==> src/rtl/ahb2apb_bridge_ctrl.sv <==
// AHB-Lite slave to APB3 master bridge: one-hot slave decode, PREADY wait states,
// PSLVERR -> two-cycle AHB ERROR, pipelined back-to-back transfers. Define AHB2APB_TIMEOUT_EN for the ACCESS timeout.
module ahb2apb_bridge_ctrl #(
  parameter int ADDR_W      = 32,
  parameter int DATA_W      = 32,
  parameter int NUM_SLV     = 4,
  parameter int SLV_SHIFT   = 12,
  parameter int TIMEOUT_CYC = 16
) (
  input  logic                HCLK,
  input  logic                HRESETn,
  input  logic                HSEL_i,
  input  logic [ADDR_W-1:0]   HADDR_i,
  input  logic [1:0]          HTRANS_i,
  input  logic                HWRITE_i,
  input  logic [DATA_W-1:0]   HWDATA_i,
  input  logic                HREADY_i,
  output logic                HREADYOUT_o,
  output logic                HRESP_o,
  output logic [DATA_W-1:0]   HRDATA_o,
  output logic [ADDR_W-1:0]   PADDR_o,
  output logic [NUM_SLV-1:0]  PSEL_o,
  output logic                PENABLE_o,
  output logic                PWRITE_o,
  output logic [DATA_W-1:0]   PWDATA_o,
  input  logic [DATA_W-1:0]   PRDATA_i,
  input  logic                PREADY_i,
  input  logic                PSLVERR_i
);
  localparam int IDX_W = (NUM_SLV > 1) ? $clog2(NUM_SLV) : 1;

  localparam logic [2:0] S_IDLE   = 3'd0;
  localparam logic [2:0] S_WWAIT  = 3'd1;
  localparam logic [2:0] S_SETUP  = 3'd2;
  localparam logic [2:0] S_ACCESS = 3'd3;
  localparam logic [2:0] S_ERR1   = 3'd4;
  localparam logic [2:0] S_ERR2   = 3'd5;

  logic [2:0]         state_q, state_d;
  logic [ADDR_W-1:0]  paddr_q;
  logic [NUM_SLV-1:0] psel_q, psel_d, dec_sel;
  logic               penable_q, pwrite_q;
  logic [DATA_W-1:0]  pwdata_q;
  logic [IDX_W-1:0]   sel_idx;
  logic               valid, accept, acc_ok, acc_err, timeout;

  assign valid   = HSEL_i & HREADY_i & HTRANS_i[1];
  assign acc_ok  = (state_q == S_ACCESS) & PREADY_i & ~PSLVERR_i;
  assign acc_err = ((state_q == S_ACCESS) & PREADY_i & PSLVERR_i) | timeout;
  // New transfers are taken only where the AHB side is ready: IDLE, ERR2 or an OKAY completion.
  assign accept  = valid & ((state_q == S_IDLE) | (state_q == S_ERR2) | acc_ok);

  // Read SETUP follows the address phase directly, so decode the live HADDR when accepting.
  assign sel_idx = accept ? HADDR_i[SLV_SHIFT +: IDX_W] : paddr_q[SLV_SHIFT +: IDX_W];

  if (NUM_SLV == 1) begin : g_one
    logic unused_idx;
    assign unused_idx = ^sel_idx;
    assign dec_sel    = 1'b1;
  end else begin : g_dec
    always_comb begin
      dec_sel          = '0;
      dec_sel[sel_idx] = 1'b1;
    end
  end

`ifdef AHB2APB_TIMEOUT_EN
  localparam int CNT_W = (TIMEOUT_CYC > 1) ? $clog2(TIMEOUT_CYC) : 1;
  logic [CNT_W-1:0] cnt_q, cnt_d;

  assign timeout = (state_q == S_ACCESS) & ~PREADY_i & (cnt_q == CNT_W'(TIMEOUT_CYC - 1));

  always_comb begin
    cnt_d = '0;
    if ((state_q == S_ACCESS) && !PREADY_i && !timeout) cnt_d = cnt_q + 1'b1;
  end

  always_ff @(posedge HCLK or negedge HRESETn) begin
    if (!HRESETn) cnt_q <= '0;
    else          cnt_q <= cnt_d;
  end
`else
  logic [31:0] unused_to;
  assign unused_to = 32'(TIMEOUT_CYC);
  assign timeout   = 1'b0;
`endif

  logic unused_htrans;
  assign unused_htrans = HTRANS_i[0];

  always_comb begin
    state_d = state_q;
    case (state_q)
      S_IDLE, S_ERR2: state_d = S_IDLE;
      S_WWAIT:        state_d = S_SETUP;
      S_SETUP:        state_d = S_ACCESS;
      S_ACCESS: begin
        if (acc_err)     state_d = S_ERR1;
        else if (acc_ok) state_d = S_IDLE;
      end
      S_ERR1:         state_d = S_ERR2;
      default:        state_d = S_IDLE;
    endcase
    if (accept) state_d = HWRITE_i ? S_WWAIT : S_SETUP;
  end

  assign psel_d = ((state_d == S_SETUP) || (state_d == S_ACCESS)) ? dec_sel : '0;

  always_ff @(posedge HCLK or negedge HRESETn) begin
    if (!HRESETn) begin
      state_q   <= S_IDLE;
      paddr_q   <= '0;
      psel_q    <= '0;
      penable_q <= 1'b0;
      pwrite_q  <= 1'b0;
      pwdata_q  <= '0;
    end else begin
      state_q   <= state_d;
      psel_q    <= psel_d;
      penable_q <= (state_d == S_ACCESS);
      if (accept) begin
        paddr_q  <= HADDR_i;
        pwrite_q <= HWRITE_i;
      end
      if (state_q == S_WWAIT) pwdata_q <= HWDATA_i;
    end
  end

  assign HREADYOUT_o = (state_q == S_IDLE) | (state_q == S_ERR2) | acc_ok;
  assign HRESP_o     = (state_q == S_ERR1) | (state_q == S_ERR2);
  assign HRDATA_o    = (acc_ok & ~pwrite_q) ? PRDATA_i : '0;
  assign PADDR_o     = paddr_q;
  assign PSEL_o      = psel_q;
  assign PENABLE_o   = penable_q;
  assign PWRITE_o    = pwrite_q;
  assign PWDATA_o    = pwdata_q;
endmodule

==> config.mk <==
export PLATFORM = sky130hd
export DESIGN_NAME = ahb2apb_bridge_ctrl
export DESIGN_NICKNAME = d
export VERILOG_FILES = /design/src/rtl/ahb2apb_bridge_ctrl.sv
export SDC_FILE = /design/constraint.sdc
export NUM_CORES = 1
export LEC_CHECK = 0
export CAP_MARGIN = 20
export CORE_MARGIN = 2
export CORE_UTILIZATION = 39
export CTS_BUF_LIST = sky130_fd_sc_hd__clkbuf_4
export CTS_CLUSTER_SIZE = 16
export DETAILED_ROUTE_END_ITERATION = 6
export MAX_ROUTING_LAYER = met4
export PLACE_DENSITY = 0.88
export REMOVE_ABC_BUFFERS = 1
export SLEW_MARGIN = 20
export SYNTH_ARGS = -nofsm -noshare
export SYNTH_HDL_FRONTEND = slang
export SYNTH_SLANG_ARGS = --single-unit
==> constraint.sdc <==
create_clock -name HCLK -period 5.1 [get_ports HCLK]
set_input_delay 1.53 -clock HCLK [delete_from_list [all_inputs] [get_ports HCLK]]
set_output_delay 1.53 -clock HCLK [all_outputs]
set_load 0.05 [all_outputs]
==> results_dict.tcl <==
set metrics [dict create \
    htreeDepth 3 \
    slew_headroom_pct 45.3 \
    cts_hold_buf 0 \
    pre_cts_ws_ns 0.559 \
    synth_edf_count 0 \
    grt_max_degree 38 \
    r2r_end "PADDR_o[21]" \
    cts_inserted_buffers 9 \
    multi_input_area_um2 1170 \
    die_h_um 92.6 \
    grt_pass1_vias 2588 \
    cts_setup_buffers 0 \
    cts_tree "done" \
    dp_hpwl_mm 6.78 \
    yosysMostFrequentCell "dfrtp_1" \
    die_area_um2 8580 \
    die_w_um 92.6 \
    netlist_instances 214 \
    final_antenna_net_count 0 \
    cp-start-kind "primary input" \
    synth_area_leaders "dfrtp_1, mux2_2, and2_1" \
    p_int_w 0.00189 \
    met1_usage_pct 20.5 \
    switchingPower_w 0.00181 \
    setup_violations 0 \
    finClkSkew_ns 0.0144 \
    worstPathRequired_ns 3.57 \
    power_leakage_nw 2.33 \
    holdCritStartpoint "PADDR_o[30]" \
    root_buffer "clkbuf_4" \
    synthArstFlopShare_pct 100 \
    utilization_pct 73.7 \
    p_seq_share_pct 27.9 \
    antenna_found_initial 0 \
    status "complete, no violations" \
    routedWlPerCell_um 16.2 \
    tns_ns 0 \
    p_clk_share_pct 7.6 \
    placementRows 32 \
    ys_ff_latch 73 \
    core_area_um2 7690 \
    io_buffers 207 \
    drive_above_1_share_pct 27.9 \
    cp-startpoint "PREADY_i" \
    arrival_ns 3.01 \
    insertedDiodeCount 0 \
    netlist_area_um2 3060 \
    synth_common_cells "dfrtp_1, mux2_2, and2_1" \
    start_util_pct 39.9 \
    first_pass_iters 4 \
    dp.cells 517 \
    cts.sinks 73 \
    min_to "PADDR_o[30]" \
    swShare_pct 48.9 \
    use_met3_pct 5.21 \
    clk_pin_slew_ns 0.09 \
    ys_types 27 \
    ff_latch_area_um2 1830 \
    p_comb_share_pct 64.5 \
    io_pins 209 \
    cap_violations 0 \
    synthFlopType "dfrtp_1" \
    finalHoldViolCount 0 \
    ys_warn_count 0 \
    finalCritPeriodShare_pct 89.1 \
    min_period_ns 4.54 \
    route.detailed.drc 0 \
    yosys.area.top_type "dfrtp_1" \
    rrSetupSlack_ns 3.05 \
    area_growth_pct 84.9 \
    top_usage_layer "met2" \
    clock_latency_ns 0.40 \
    tightest_slew_ns 0.820 \
    crit_type "primary input to output pin" \
    hold_class "flip-flop to flip-flop" \
    slew_violations 0 \
    fin_ws_ns 0.558 \
    synth_top_area_share_pct 59.6 \
    fill_cells 531 \
    globalplace.congestion 0.759 \
    grt.met2_usage_pct 38.2 \
    fin_cells 532 \
    max_freq_mhz 220 \
    vdd_drop_max_mv 0.410 \
    rsz0062_at_grt "false" \
    drt_iter0_markers 69 \
    r2r_start "state_q[2]" \
    grt_pass1_wl_mm 13.1 \
    p_per_area_nw_per_um2 654 \
    vias 2505 \
    grt_overflow 0 \
    synth.avg_cell_area_um2 14.3 \
    routed_wl_mm 8.63 \
    crit_path_max_fanout 32 \
    nets 531 \
    grt.total_usage_pct 20.6 \
    via_per_inst 4.71 \
    critPathCaptureType "output pin" \
    ys_seq_area_share_pct 59.6 \
    min_path_cells 1 \
    reg2regPathDepth 4 \
    cts_resized 0 \
    cts_buffer_depth 2 \
]
## per-stage QoR
stage / instance area, um2 / hold WS [ns] / power [W]
after floorplan: 3000 / 0.636 / 0.00254
after global placement: 5570 / 0.490 / 0.00340
after detailed placement: 5570 / 0.494 / 0.00345
after CTS: 5670 / 0.517 / 0.00374
after global routing: 5670 / 0.531 / 0.00386
final: 5670 / 0.515 / 0.00371
## power by group through the flow
stage	clock (W)	combinational, W	sequential (W)
final	0.000284	0.00239	0.00103
after global routing	0.000317	0.00247	0.00107
after CTS	0.000295	0.00241	0.00104
after detailed placement	0	0.00241	0.00105
after global placement	0	0.00237	0.00102
after floorplan	0	0.000526	0.00201
## logic make-up (layout without fill, tap and decap cells)
group	Yosys count	after routing	synth area share [%]
AND/OR/NAND/NOR	49	49	10.1
AO/OA/AOI/OAI	14	14	3.92
flip-flops	73	73	59.6
buffers and inverters	13	229	2.49
multiplexers	65	65	23.8
## metal layers
metal | part of all wire (%) | wire length, um | vias up
met5 | 0 | 0 | -
met4 | 1.3 | 113 | 0
met3 | 8.2 | 706 | 8
met2 | 55 | 4780 | 112
met1 | 35 | 3020 | 1211
li1 | - | - | 1174
## registers in the layout, indices dropped and copies added (netlist names)
| signal | flops |
|---|---|
| PWRITE_o | 1 |
| state_q | 3 |
| PSEL_o | 4 |
| PENABLE_o | 1 |
| PWDATA_o | 32 |
| PADDR_o | 32 |
## cell usage in the layout, fill, tap and decap left out
| cell | count |
|---|---|
| a211o_1 | 1 |
| a21oi_1 | 2 |
| a311o_1 | 1 |
| a311oi_4 | 1 |
| a31oi_1 | 1 |
| and2_1 | 32 |
| buf_12 | 33 |
| buf_2 | 1 |
| buf_4 | 4 |
| clkbuf_4 | 10 |
| clkdlybuf4s50_1 | 173 |
| clkinv_1 | 3 |
| clkinv_2 | 1 |
| clkinvlp_4 | 1 |
| dfrtp_1 | 73 |
| inv_1 | 3 |
| mux2_2 | 64 |
| mux2i_1 | 1 |
| nand2_1 | 3 |
| nand2b_1 | 1 |
| nand3_1 | 4 |
| nand3b_1 | 2 |
| nand4bb_1 | 1 |
| nor2_1 | 1 |
| nor3b_4 | 1 |
| nor4_2 | 1 |
| o21ai_0 | 1 |
| o21ba_2 | 2 |
| o22ai_1 | 4 |
| o32ai_1 | 1 |
| or2b_4 | 1 |
| or3_1 | 2 |
## worst max-delay path, cell delays in order
cell and delay (ns):
clkdlybuf4s50_1 0.56, nand2_1 0.10, nor4_2 0.16, buf_4 0.29, and2_1 0.22, buf_12 0.15
## worst max-delay path by stage
| stage | end | slack (ns) | cells past startpoint |
|---|---|---|---|
| 3_5_place_dp | HRDATA_o[29] | 0.56 | 6 |
| 2_1_floorplan | HRDATA_o[0] | -0.11 | 2 |
| 4_1_cts | HRDATA_o[14] | 0.55 | 6 |
| 5_1_grt | HRDATA_o[26] | 0.44 | 6 |
| 6_report | HRDATA_o[31] | 0.56 | 6 |
| 3_3_place_gp | HRDATA_o[30] | 0.59 | 6 |
## area by class of cell
cell class / instances / area share, %
repair buffers: 211 / 42.8
flip-flops and latches: 73 / 32.2
multi-input cells: 128 / 20.7
well taps: 102 / 2.25
clock buffers: 10 / 1.33
clock inverters: 5 / 0.420
inverters: 3 / 0.199
(Power assumes the default switching activity.)
